## src/rtl/fp_pkg.sv

```systemverilog
`default_nettype none
// +----------------------------------------------------------------------+
// | fp_pkg : shared binary32 constants, FSM state type and field helper |
// | Rev 1.0 : initial release                                            |
// +----------------------------------------------------------------------+
package fp_pkg;

  localparam int FP_W   = 32;
  localparam int EXP_W  = 8;
  localparam int FRAC_W = 23;

  localparam logic [FP_W-1:0] FP_QNAN = 32'h7FC0_0000;
  localparam logic [FP_W-1:0] FP_ZERO = 32'h0000_0000;

  typedef enum logic [1:0] {
    IDLE  = 2'd0,
    ACCUM = 2'd1,
    DONE  = 2'd2
  } state_t;

  // True for Inf/NaN encodings (all-ones exponent field).
  function automatic logic is_exp_ones(input logic [FP_W-1:0] x);
    return &x[FP_W-2 -: EXP_W];
  endfunction

endpackage
`default_nettype wire

```

## src/rtl/fp_accumulate.sv

```systemverilog
`default_nettype none
// +----------------------------------------------------------------------+
// | fp_accumulate : stream sum-reduction controller around external fadd |
// | Optional: FP_ACCUMULATE_SPECIAL_EN adds sticky Inf/NaN 'invalid' flag |
// | Rev 1.0 : initial release                                            |
// +----------------------------------------------------------------------+
module fp_accumulate
  import fp_pkg::*;
#(
  parameter int LEN_W = 8
) (
  input  logic             clk,
  input  logic             rst_n,
  input  logic             start,
  input  logic [LEN_W-1:0] len,
  input  logic             in_valid,
  output logic             in_ready,
  input  logic [FP_W-1:0]  in_data,
  output logic [FP_W-1:0]  fadd_a,
  output logic [FP_W-1:0]  fadd_b,
  input  logic [FP_W-1:0]  fadd_out,
  output logic             out_valid,
  input  logic             out_ready,
  output logic [FP_W-1:0]  out_data,
`ifdef FP_ACCUMULATE_SPECIAL_EN
  output logic             invalid,
`endif
  output logic             busy
);

  state_t           r_state;
  state_t           w_state_nxt;
  logic [FP_W-1:0]  r_acc;
  logic [LEN_W-1:0] r_cnt;
  logic [LEN_W-1:0] r_len_q;
  logic [LEN_W-1:0] w_len_m1;
  logic             w_accept;
  logic             w_last;

  // The adder sits outside; operands are driven straight from state and input.
  assign fadd_a   = r_acc;
  assign fadd_b   = in_data;

  assign w_accept = in_valid && (r_state == ACCUM);
  assign w_len_m1 = r_len_q - LEN_W'(1);
  assign w_last   = (r_cnt == w_len_m1);

  always_ff @(posedge clk) begin
    if (!rst_n) r_state <= IDLE;
    else        r_state <= w_state_nxt;
  end

  always_comb begin
    w_state_nxt = r_state;
    in_ready    = 1'b0;
    out_valid   = 1'b0;
    out_data    = FP_ZERO;
    busy        = 1'b0;
    case (r_state)
      IDLE: begin
        if (start) w_state_nxt = (len == '0) ? DONE : ACCUM;
      end
      ACCUM: begin
        in_ready = 1'b1;
        busy     = 1'b1;
        if (w_accept && w_last) w_state_nxt = DONE;
      end
      DONE: begin
        out_valid = 1'b1;
        out_data  = r_acc;
        busy      = 1'b1;
        if (out_ready) w_state_nxt = IDLE;
      end
      default: w_state_nxt = IDLE;
    endcase
  end

`ifdef FP_ACCUMULATE_SPECIAL_EN
  logic r_invalid;
  assign invalid = r_invalid;
`endif

  always_ff @(posedge clk) begin
    if (!rst_n) begin
      r_acc     <= FP_ZERO;
      r_cnt     <= '0;
      r_len_q   <= '0;
`ifdef FP_ACCUMULATE_SPECIAL_EN
      r_invalid <= 1'b0;
`endif
    end else begin
      case (r_state)
        IDLE: begin
          if (start) begin
            r_acc <= FP_ZERO;
`ifdef FP_ACCUMULATE_SPECIAL_EN
            r_invalid <= 1'b0;
`endif
            if (len != '0) begin
              r_len_q <= len;
              r_cnt   <= '0;
            end
          end
        end
        ACCUM: begin
          if (w_accept) begin
            r_cnt <= r_cnt + LEN_W'(1);
`ifdef FP_ACCUMULATE_SPECIAL_EN
            // Once poisoned, the accumulator ignores the adder for the rest of the stream.
            if (r_invalid || is_exp_ones(in_data)) begin
              r_acc     <= FP_QNAN;
              r_invalid <= 1'b1;
            end else begin
              r_acc <= fadd_out;
            end
`else
            r_acc <= fadd_out;
`endif
          end
        end
        default: ;
      endcase
    end
  end

endmodule
`default_nettype wire

```

## config.mk

```make
export PLATFORM = sky130hd
export DESIGN_NAME = fp_accumulate
export DESIGN_NICKNAME = d
export VERILOG_FILES = /design/src/rtl/fp_pkg.sv /design/src/rtl/fp_accumulate.sv
export SDC_FILE = /design/constraint.sdc
export NUM_CORES = 1
export LEC_CHECK = 0
export CAP_MARGIN = 10
export CORE_MARGIN = 2
export CORE_UTILIZATION = 37
export DETAILED_ROUTE_END_ITERATION = 10
export PLACE_DENSITY = 0.81
export SKIP_CTS_REPAIR_TIMING = 1
export SLEW_MARGIN = 20
export SYNTH_ARGS = -nofsm -noshare
export SYNTH_HDL_FRONTEND = slang
export SYNTH_SLANG_ARGS = --single-unit
```

## constraint.sdc

```tcl
create_clock -name clk -period 2.7 [get_ports clk]
set_clock_uncertainty 0.2 [all_clocks]
set_input_delay 0.405 -clock clk [delete_from_list [all_inputs] [get_ports clk]]
set_output_delay 0.405 -clock clk [all_outputs]
set_load 0.02 [all_outputs]
```

==> results of run 1 <==
-- cells by family after synthesis --
family	Yosys count
flops	50
simple gates	153
mux	2
fa+ha+maj	5
compound gates	53
xor+xnor	17
buf+inv	60
-- final timing paths --
check / start / end / slack [ns]
setup / recovery: r_state[0]$_SDFFE_PN0P_ / out_data[10] / 0.22
hold / removal: fadd_a[30]$_SDFFE_PN0P_ / fadd_a[30]$_SDFFE_PN0P_ / 0.27
setup reg to reg: r_state[1]$_SDFFE_PN0P_ / r_state[1]$_SDFFE_PN0P_ / 0.28
hold reg to reg: fadd_a[30]$_SDFFE_PN0P_ / fadd_a[30]$_SDFFE_PN0P_ / 0.27
-- cell usage after synthesis, drive strengths merged --
cell type	n	share of area
o221a	1	0.0041
nand4	5	0.011
a21oi	3	0.0055
or4	1	0.0027
inv	6	0.0082
xor2	8	0.025
o211ai	1	0.0027
nor4	3	0.0068
o311ai	1	0.0032
clkbuf	20	0.027
nand2	46	0.063
o31ai	1	0.0045
and2	32	0.073
nor2	11	0.016
nand3	43	0.078
or4b	1	0.0036
xnor2	9	0.029
or2	2	0.0055
mux2i	2	0.0073
a311oi	1	0.0055
nor2b	2	0.0045
ha	5	0.023
o21ai	3	0.0055
o21a	1	0.0027
buf	34	0.091
and3	2	0.0045
or3	3	0.0086
a21boi	41	0.11
dfxtp	50	0.36
nor3	2	0.0036
-- layout make-up --
| cell class | count | share of cell area |
|---|---|---|
| multi-input combinational | 230 | 0.364 |
| clock inverter | 2 | 0.00453 |
| timing repair buffer | 124 | 0.313 |
| tap | 99 | 0.0321 |
| sequential | 50 | 0.259 |
| clock buffer | 6 | 0.0214 |
| inverter | 6 | 0.00583 |
-- worst max-delay path, stage by stage (launching register included) --
cell	delay, ns
dfxtp_1	0.34
inv_1	0.08
ha_1	0.17
buf_4	0.22
and2_1	0.16
clkdlybuf4s50_1	0.60
-- registers in the layout, indices dropped and copies added (netlist names) --
signal and cells:
r_len_q 8, r_cnt 8, fadd_a 32, r_state 2
-- layer usage --
| metal | routed length [um] | vias up |
|---|---|---|
| li1 | - | 1257 |
| met1 | 3150 | 1144 |
| met2 | 3370 | 98 |
| met3 | 447 | 15 |
| met4 | 99 | 0 |
| met5 | 0 | - |
-- power breakdown --
part	leakage [nW]	switching [mW]	internal (mW)
clock network	0.0514	0.256	0.211
registers	0.406	0.106	0.851
logic	0.906	0.796	0.570
-- metrics by stage --
| step | setup slack, ns | instance area (um^2) | std cells |
|---|---|---|---|
| 2_1_floorplan | 0.435 | 2750 | 340 |
| 3_3_place_gp | 0.260 | 3760 | 509 |
| 3_5_place_dp | 0.215 | 3760 | 509 |
| 4_1_cts | 0.208 | 3860 | 517 |
| 5_1_grt | 0.0894 | 3860 | 517 |
| 6_report | 0.224 | 3860 | 517 |
-- layout by cell type (no fill, tap or decap), types with 2 or more instances in the layout --
master | synthesis | routed
clkdlybuf4s50_1 | 0 | 111
dfxtp_1 | 50 | 50
nand2_1 | 46 | 46
nand3_1 | 43 | 43
a21boi_0 | 35 | 35
and2_1 | 32 | 32
buf_4 | 32 | 13
xnor2_1 | 9 | 9
nor2_1 | 10 | 9
xor2_1 | 8 | 8
inv_1 | 6 | 6
a21boi_1 | 6 | 6
clkbuf_8 | 0 | 6
nand4_1 | 5 | 5
ha_1 | 5 | 5
nor4_1 | 3 | 3
a21oi_1 | 3 | 3
nor2b_1 | 2 | 2
mux2i_1 | 2 | 2
nor2_2 | 1 | 2
nor3_1 | 2 | 2
or3_1 | 2 | 2
and3_1 | 2 | 2
o21ai_0 | 2 | 2
clkinv_4 | 0 | 2
==> run_results.csv, run 1 <==
group,metric,value,unit
outcome,status,"completed",
power,vdd_drop_max,0.000624,V
timing,worst_pin_slew,0.559,ns
global_route,met3_usage,0.0384,
global_route,antenna_found_initial,0,
worst_hold_path,hold_depth,2,
clock_tree,clkTransAtPathRegs,0.09,ns
place,dp_hpwl,5240,um
timing,layout_min_cycle_time,2.48,ns
critical_path,critPathArrivalTime,1.87,ns
power,p_total,2.79,mW
cells_and_area,nets,499,
timing,rsz0062_at_grt,"no",
critical_path,cp-start-kind,"flop",
die,die_y,90.3,um
timing,hold_violations,0,
cells_and_area,drive_gt1_frac,0.0670,
die,die-area,8150,um^2
clock_tree,cts_buffers,5,
power,p_per_area,722,nW/um^2
timing,fin_tns_setup,0,ns
cells_and_area,syn_to_final_growth,40.3,%
critical_path,cp_max_fo,22,
die,rows,31,
clock_tree,cts_tree,"done",
detailed_routing,vias,2514,
synth,avgSynthCellArea,8.10,um^2
place,gp_congestion,0.820,
global_route,grtUsageMet1,0.207,
clock_tree,cts_buffer_depth,2,
timing,setup_viol,0,
synth,synth_cell_types,36,
power,p_leak,1.36,nW
synth,synth-simple-area-share,0.281,
global_route,grtUsageMet2,0.298,
synth,yosysWarnings,0,
critical_path,path_class,"reg -> out",
detailed_routing,drc,0,
global_route,grt_busiest_layer,"met2",
synth,synth-xor-area-share,0.0541,
die,initial_utilization,0.382,
detailed_routing,drt-total-wl,7070,um
clock_tree,clkLatencyLatePin,0.30,ns
timing,holdWs,0.272,ns
place,io_buffers,111,
synth,mappedNetlistArea,2750,um^2
die,core,7210,um^2
detailed_routing,wl_per_cell,13.7,um
clock_tree,ctsHtreeMaxLevel,2,
detailed_routing,first_pass_iters,6,
detailed_routing,drtAntennaViolNets,0,
synth,synthCells,340,
worst_hold_path,min_path_type,"reg -> reg",
critical_path,reg2reg_depth,8,
clock_tree,cts-root-buf,"clkbuf_8",
synth,synth-seq-area-share,0.363,
cells_and_area,diodes,0,
cells_and_area,finalCoreUtilization,0.536,
job,maxCapViolCount,0,
critical_path,crit_required,2.10,ns
die,io_pins,176,
synth,synth_top_family_by_area,"simple AND/OR/NAND/NOR gates",
synth,ys_ff_latch,50,
detailed_routing,routed_via_density,4.86,
synth,synth_fa_ha_area_frac,0.0227,
cells_and_area,multi_input_area,1410,um^2
detailed_routing,drt_iter0_markers,137,
synth,syn-num-nets,422,
global_route,gr-usage-all-layers,0.170,
timing,slew_headroom,0.625,
timing,finalCritPeriodShare,0.917,
timing,slew_violations,0,
die,die-width,90.3,um
global_route,grt-ovfl-total,0,
synth,synthMuxAreaShare,0.00727,
synth,synth_compound_area_frac,0.145,
cells_and_area,seq_area,1000,um^2
global_route,grt_max_degree,36,
critical_path,crit_path_end_kind,"output pin",
timing,fmax,404,MHz
cells_and_area,fillers,688,
global_route,grt_pass1_wl,11600,um
clock_tree,cts_sinks,50,
global_route,grt_pass1_vias,2532,
No activity file was read; power rests on OpenSTA's default activity.
==> run 2: changes to the inputs <==
--- a/config.mk
+++ b/config.mk
@@ -10,6 +10,7 @@
 export CORE_UTILIZATION = 37
 export DETAILED_ROUTE_END_ITERATION = 10
 export PLACE_DENSITY = 0.81
+export RECOVER_POWER = 25
 export SKIP_CTS_REPAIR_TIMING = 1
 export SLEW_MARGIN = 20
 export SYNTH_ARGS = -nofsm -noshare
==> run_results.csv, run 2 (same netlist as run 1, synthesis figures left out) <==
group,metric,value,unit
place,dp_hpwl,5240,um
clock_tree,cts-root-buf,"clkbuf_8",
cells_and_area,nets,499,
global_route,grt-ovfl-total,0,
worst_hold_path,min_path_type,"reg -> reg",
critical_path,crit_required,2.10,ns
critical_path,cp_max_fo,22,
die,core,7210,um^2
die,io_pins,176,
clock_tree,cts_buffer_depth,2,
detailed_routing,routed_via_density,4.86,
critical_path,crit_chain,"inv_1 > ha_1 > buf_4 > and2_1 > clkdlybuf4s50_1",
global_route,gr-usage-all-layers,0.170,
outcome,status,"completed",
timing,finalCritPeriodShare,0.917,
timing,fin_ws,0.224,ns
cells_and_area,fillers,688,
critical_path,critPathArrivalTime,1.87,ns
cells_and_area,largest_reg_flops,32,
cells_and_area,drive_gt1_frac,0.0670,
timing,worst_pin_slew,0.559,ns
clock_tree,cts_sinks,50,
global_route,grt_pass1_wl,11600,um
die,initial_utilization,0.382,
timing,fmax,404,MHz
die,die-width,90.3,um
die,die_y,90.3,um
place,gp_congestion,0.820,
clock_tree,clkLatencyLatePin,0.30,ns
critical_path,path_class,"reg -> out",
die,rows,31,
place,pre_cts_ws,0.215,ns
cells_and_area,syn_to_final_growth,40.3,%
timing,rsz0062_at_grt,"no",
detailed_routing,drc,0,
critical_path,critPathBufInv,3,
timing,slew_headroom,0.625,
cells_and_area,diodes,0,
timing,fin_tns_setup,0,ns
die,die-area,8150,um^2
cells_and_area,multi_input_area,1410,um^2
timing,slew_violations,0,
detailed_routing,drt_iter0_markers,137,
critical_path,slowest_stage,"clkdlybuf4s50_1",
critical_path,cp_top_family,"buffers and inverters",
detailed_routing,drtAntennaViolNets,0,
detailed_routing,vias,2514,
clock_tree,ctsHtreeMaxLevel,2,
detailed_routing,drt-total-wl,7060,um
critical_path,slowest_delay,0.60,ns
global_route,grt_max_degree,36,
place,io_buffers,111,
clock_tree,cts_tree,"done",
cells_and_area,final_common_cell,"clkdlybuf4s50_1",
critical_path,cp-start-kind,"flop",
job,maxCapViolCount,0,
clock_tree,cts_buffers,5,
power,vdd_drop_max,0.000624,V
power,p_total,2.79,mW
global_route,antenna_found_initial,0,
detailed_routing,wl_per_cell,13.7,um
timing,setup_viol,0,
cells_and_area,final_cell_mix,"106 x clkdlybuf4s50_1, 50 x dfxtp_1, 46 x nand2_1, 43 x nand3_1, 35 x a21boi_0",
global_route,grt_pass1_vias,2532,
cells_and_area,seq_area,1000,um^2
cells_and_area,finalCoreUtilization,0.536,
timing,layout_min_cycle_time,2.48,ns
timing,hold_violations,0,
clock_tree,clkTransAtPathRegs,0.09,ns
power,p_per_area,721,nW/um^2
critical_path,rrSetupSlack,0.28,ns
power,p_leak,1.38,nW
detailed_routing,first_pass_iters,6,
critical_path,crit_path_end_kind,"output pin",
-- run 2: cell count changes in the layout (fill, tap and decap cells not counted) --
cell / previous run / this run
clkdlybuf4s50_1: 111 / 106
dlygate4sd3_1: 0 / 5
-- run 2: layout make-up --
cell class,instances,area share
multi-input cells,230,0.364
well taps,99,0.0321
inverters,6,0.00583
repair buffers,124,0.313
clock buffers,6,0.0214
flip-flops and latches,50,0.259
clock inverters,2,0.00453
-- run 2: final timing paths --
kind,startpoint,endpoint,cells past startpoint
max reg2reg,r_state[1]$_SDFFE_PN0P_,r_state[1]$_SDFFE_PN0P_,8
min reg2reg,fadd_a[30]$_SDFFE_PN0P_,fadd_a[30]$_SDFFE_PN0P_,2
min,fadd_a[30]$_SDFFE_PN0P_,fadd_a[30]$_SDFFE_PN0P_,2
max,r_state[0]$_SDFFE_PN0P_,out_data[10],5
-- run 2: report_power, final --
group	switching, mW	leakage [nW]	internal (mW)
sequential	0.106	0.406	0.851
combinational	0.796	0.923	0.566
clock	0.256	0.0514	0.211
-- run 2: metrics by stage --
step | cell area [um^2] | instances | hold WS [ns]
detailed placement | 3760 | 509 | 0.262
global placement | 3760 | 509 | 0.250
global route | 3860 | 517 | 0.299
finish | 3860 | 517 | 0.269
floorplan | 2750 | 340 | 0.252
CTS | 3860 | 517 | 0.275
-- run 2: metal layers --
layer | vias up | track usage | routed length [um]
li1 | 1257 | - | -
met1 | 1144 | 0.207 | 3150
met2 | 98 | 0.298 | 3370
met3 | 15 | 0.0384 | 447
met4 | 0 | 0.0526 | 99
met5 | - | 0 | 0
-- run 2: worst min-delay path, cell delays in order, from the launching register on --
cell	delay [ns]
dfxtp_1	0.32
nand2_1	0.05
a21boi_1	0.05
